### config.mk
export PLATFORM = sky130hd
export DESIGN_NAME = alu_share_arbiter
export DESIGN_NICKNAME = d
export VERILOG_FILES = /design/src/rtl/alu_share_arbiter.sv
export SDC_FILE = /design/constraint.sdc
export NUM_CORES = 1
export LEC_CHECK = 0
export BUFFER_PORTS_ARGS = -buffer_cell sky130_fd_sc_hd__buf_2
export CELL_PAD_IN_SITES_DETAIL_PLACEMENT = 0
export CELL_PAD_IN_SITES_GLOBAL_PLACEMENT = 1
export CORE_UTILIZATION = 30
export CTS_CLUSTER_SIZE = 25
export DETAILED_ROUTE_END_ITERATION = 8
export GPL_TIMING_DRIVEN = 0
export PLACE_DENSITY = 0.88
export SYNTH_ARGS = -nofsm -noshare
export SYNTH_HDL_FRONTEND = slang
export SYNTH_SLANG_ARGS = --single-unit
### constraint.sdc
create_clock -name clk -period 3.1 [get_ports clk]
set_input_delay 0.155 -clock clk [delete_from_list [all_inputs] [get_ports clk]]
set_output_delay 0.155 -clock clk [all_outputs]
set_load 0.03 [all_outputs]
### src/rtl/alu_share_arbiter.sv
// Round-robin arbiter sharing one external combinational ALU between two requesters.
// One operation in flight: grant (IDLE) -> drive registered operands (EXEC) -> hold response (RESP).
module alu_share_arbiter #(
  parameter int WIDTH = 32
) (
  input  logic             clk,
  input  logic             rst,
  input  logic [1:0]       req_valid,
  output logic [1:0]       req_ready,
  input  logic [WIDTH-1:0] req_a0,
  input  logic [WIDTH-1:0] req_b0,
  input  logic [2:0]       req_sel0,
  input  logic [WIDTH-1:0] req_a1,
  input  logic [WIDTH-1:0] req_b1,
  input  logic [2:0]       req_sel1,
  output logic [WIDTH-1:0] alu_a,
  output logic [WIDTH-1:0] alu_b,
  output logic [2:0]       alu_sel,
  input  logic [WIDTH-1:0] alu_result,
  output logic             rsp_valid,
  input  logic             rsp_ready,
  output logic             rsp_id,
  output logic [WIDTH-1:0] rsp_data,
  output logic             rsp_zero,
  output logic             rsp_err,
  output logic             busy
);

  typedef enum logic [1:0] {IDLE, EXEC, RESP} state_t;

  state_t           state;
  state_t           state_next;
  logic             rr;
  logic             op_id;
  logic             grant_en;
  logic             grant_id;
  logic             op_illegal;
  logic [WIDTH-1:0] exec_data;

  always_ff @(posedge clk) begin
    if (rst) state <= IDLE;
    else     state <= state_next;
  end

  always_comb begin
    state_next = state;
    case (state)
      IDLE:    if (|req_valid) state_next = EXEC;
      EXEC:    state_next = RESP;
      RESP:    if (rsp_ready) state_next = IDLE;
      default: state_next = IDLE;
    endcase
  end

  // Contention goes to rr; otherwise the lone valid requester (bit 1 picks requester 1).
  always_comb begin
    grant_en  = (state == IDLE) && (|req_valid);
    grant_id  = (req_valid == 2'b11) ? rr : req_valid[1];
    req_ready = 2'b00;
    if (grant_en) req_ready = grant_id ? 2'b10 : 2'b01;
    busy      = (state != IDLE);
  end

  always_comb begin
    op_illegal = (alu_sel == 3'b011) || (alu_sel == 3'b100) || (alu_sel == 3'b101);
    exec_data  = op_illegal ? '0 : alu_result;
  end

  // The op registers double as the ALU operand outputs and keep their value outside EXEC.
  always_ff @(posedge clk) begin
    if (rst) begin
      alu_a     <= '0;
      alu_b     <= '0;
      alu_sel   <= '0;
      op_id     <= 1'b0;
      rr        <= 1'b0;
      rsp_valid <= 1'b0;
      rsp_id    <= 1'b0;
      rsp_data  <= '0;
      rsp_zero  <= 1'b0;
      rsp_err   <= 1'b0;
    end else begin
      if (grant_en) begin
        alu_a   <= grant_id ? req_a1   : req_a0;
        alu_b   <= grant_id ? req_b1   : req_b0;
        alu_sel <= grant_id ? req_sel1 : req_sel0;
        op_id   <= grant_id;
        rr      <= ~grant_id;
      end
      if (state == EXEC) begin
        rsp_data  <= exec_data;
        rsp_zero  <= (exec_data == '0);
        rsp_err   <= op_illegal;
        rsp_id    <= op_id;
        rsp_valid <= 1'b1;
      end
      if ((state == RESP) && rsp_ready) rsp_valid <= 1'b0;
    end
  end

endmodule

==> out/qor.csv <==
metric,value,unit
synth-edff-count,0,
initial_core_util,30.73,%
synth_top_cell_area_share,55.46,%
regArea,2142,um2
setup_viol,0,
cts_root_buf,clkbuf_16,
antenna_found_initial,0,
worstHoldPathCells,3,
clock_skew,0.009253,ns
n_antenna_cell,0,
cts_buffers,9,
slowest_stage,dfxtp_1,
synth_flop_cell,dfxtp_1,
cap_violations,0,
yosys_warnings,0,
design_area,5729,um2
io_pins,277,
holdWs,0.05328,ns
post_cts_buffers,0,
p_switching,1.147,mW
synthesis.nets,558,
clk_pin_slew_worst_paths,0.07,ns
rr_worst_depth,5,
multiInputGateArea,1509,um2
via_per_inst,5.232,
path_cells,"nor2_1, and3_1, buf_2, buf_2, buf_2",
syn_avg_cell_area,9.981,um2
dp_hpwl,10640,um
comb_power_share,25.4,%
placed_cells,834,
routedWlPerCell,16.08,um
synth_top_cell_by_area,dfxtp_1,
cp_common_cell,buf_2,
clkPwrFrac,30.1,%
cts_tree,done,
gp_congestion,0.7994,
critical_path.max_stage_delay,0.34,ns
cts_sinks,107,
yosysMostFrequentCell,dfxtp_1,
port-buffer-count,275,
syn-cell-area,3862,um2
worst_slew_pin_slew,0.6030,ns
synthArstFlopShare,0,%
hold_viol_final,0,
relSlewSlack,59.53,%
synthTopCellsByCount,"107 x dfxtp_1, 106 x nor2_1, 67 x a222oi_1",
ctsResizeCount,0,
min_period_over_period,61.75,%
synthTopCellsByArea,"dfxtp_1 55%, a222oi_1 17%, nor2_1 10%",
fin_crit,1.914,ns
path_max_fanout,10,
pwr-share-seq,44.5,%
drt-initial-drc-count,424,
die_h,115.5,um
num_rows,41,
clk_path_buf_depth,2,
power.total,3.517,mW
tns,0,ns
layoutNonFillerInstCount,850,
arrival,1.76,ns
drt_wl_total,13670,um
synth-seq-area-share,55.46,%
ant_nets,0,
critPathRequiredTime,2.94,ns
ys_seq_elements,107,
place_area,5454,um2
hold_buffers,0,
route.detailed.drc,0,
grt-ovfl-total,0,
drive_gt1_share,46.17,%
rsz0062_at_grt,false,
p_sw_share,32.62,%
grt_usage,19.08,%
hold_path.class,in -> reg,
grt_pass1_vias,4061,
synth_cell_types,24,
first_pass_iters,6,
startpoint_type,register,
nNetsFinal,844,
cts-htree-levels,3,
synthCells,387,
n_fill_cell,1256,
powerDensity,613.8,nW/um2
die_w,115.5,um
ir_drop,0.2913,mV
die_area,13330,um2
cp-end-kind,output pin,
dr_total_vias,4447,
slew_viol_final,0,
p_leak,2.804,nW
core,12570,um2
crit_type,reg -> out,
area_delta_synth_final,48.33,%
grt_max_degree,19,
status,finished clean,
clk-insertion-delay-late,0.35,ns
grt_first_pass_wirelength,19440,um
max_freq,0.5224,GHz
p_int,2.370,mW
[logic make-up after synthesis]
group / count (synthesis) / synth area share [%]
AO/OA/AOI/OAI: 106 / 24.55
buffers and inverters: 43 / 5.474
flip-flops: 107 / 55.46
AND/OR/NAND/NOR: 131 / 14.51
[registers in the layout, indices dropped and copies added, names as in the netlist]
signal     count
rsp_data      32
rsp_valid      1
alu_sel        3
state          2
op_id          1
rr             1
alu_b         32
rsp_id         1
alu_a         32
rsp_zero       1
rsp_err        1
[critical path: cells and delay by family (launching register included)]
| kind | cells | cell delay [ns] |
|---|---|---|
| buffers and inverters | 3 | 0.64 |
| flip-flops | 1 | 0.34 |
| AND/OR/NAND/NOR | 2 | 0.43 |
[power groups by stage]
stage          Clock (mW)  Sequential, mW  Combinational, mW
5_1_grt              1.15            1.57              0.961
3_3_place_gp            0            1.59              0.879
6_report             1.06            1.56              0.893
3_5_place_dp            0            1.59              0.895
2_1_floorplan           0            1.81              0.338
4_1_cts              1.09            1.56              0.898
[stage by stage]
stage | utilization, % | setup WS, ns
6_report | 45.58 | 1.186
3_3_place_gp | 43.39 | 1.392
3_5_place_dp | 43.39 | 1.357
5_1_grt | 45.58 | 1.062
4_1_cts | 45.58 | 1.151
2_1_floorplan | - | 1.664
[routing by layer]
metal  part of all wire [%]  global-route usage [%]
met1                     40                   21.30
met2                     51                   35.21
met3                    6.9                   4.027
met4                    1.7                   7.619
met5                      0                       0
[area by class of cell]
class	count	share of cell area (%)
flip-flops and latches	107	37.39
multi-input cells	237	26.34
repair buffers	275	24.02
clock buffers	9	3.931
well taps	172	3.756
plain buffers	42	3.625
clock inverters	7	0.8736
inverters	1	0.06552
[layout by cell type, fill, tap and decap left out, types with 2 or more instances in the layout]
master     instances
buf_2            291
dfxtp_1          107
nor2_1           106
a222oi_1          67
a22oi_1           32
clkbuf_1          21
clkbuf_16          9
nor4_1             8
buf_6              4
a21oi_1            4
nand2_1            3
inv_6              3
clkinv_2           3
and3_1             2
nand2b_1           2
nor2b_1            2
nand4_1            2
nor3_1             2
[final timing paths]
check	slack, ns	endpoint	from
setup / recovery	1.19	req_ready[1]	state[1]
hold / removal	0.05	rsp_data[20]	alu_result[20]
setup reg to reg	1.38	alu_a[12]	state[1]
hold reg to reg	0.46	rsp_id	rsp_id
No activity file was read; power rests on OpenSTA's default activity.
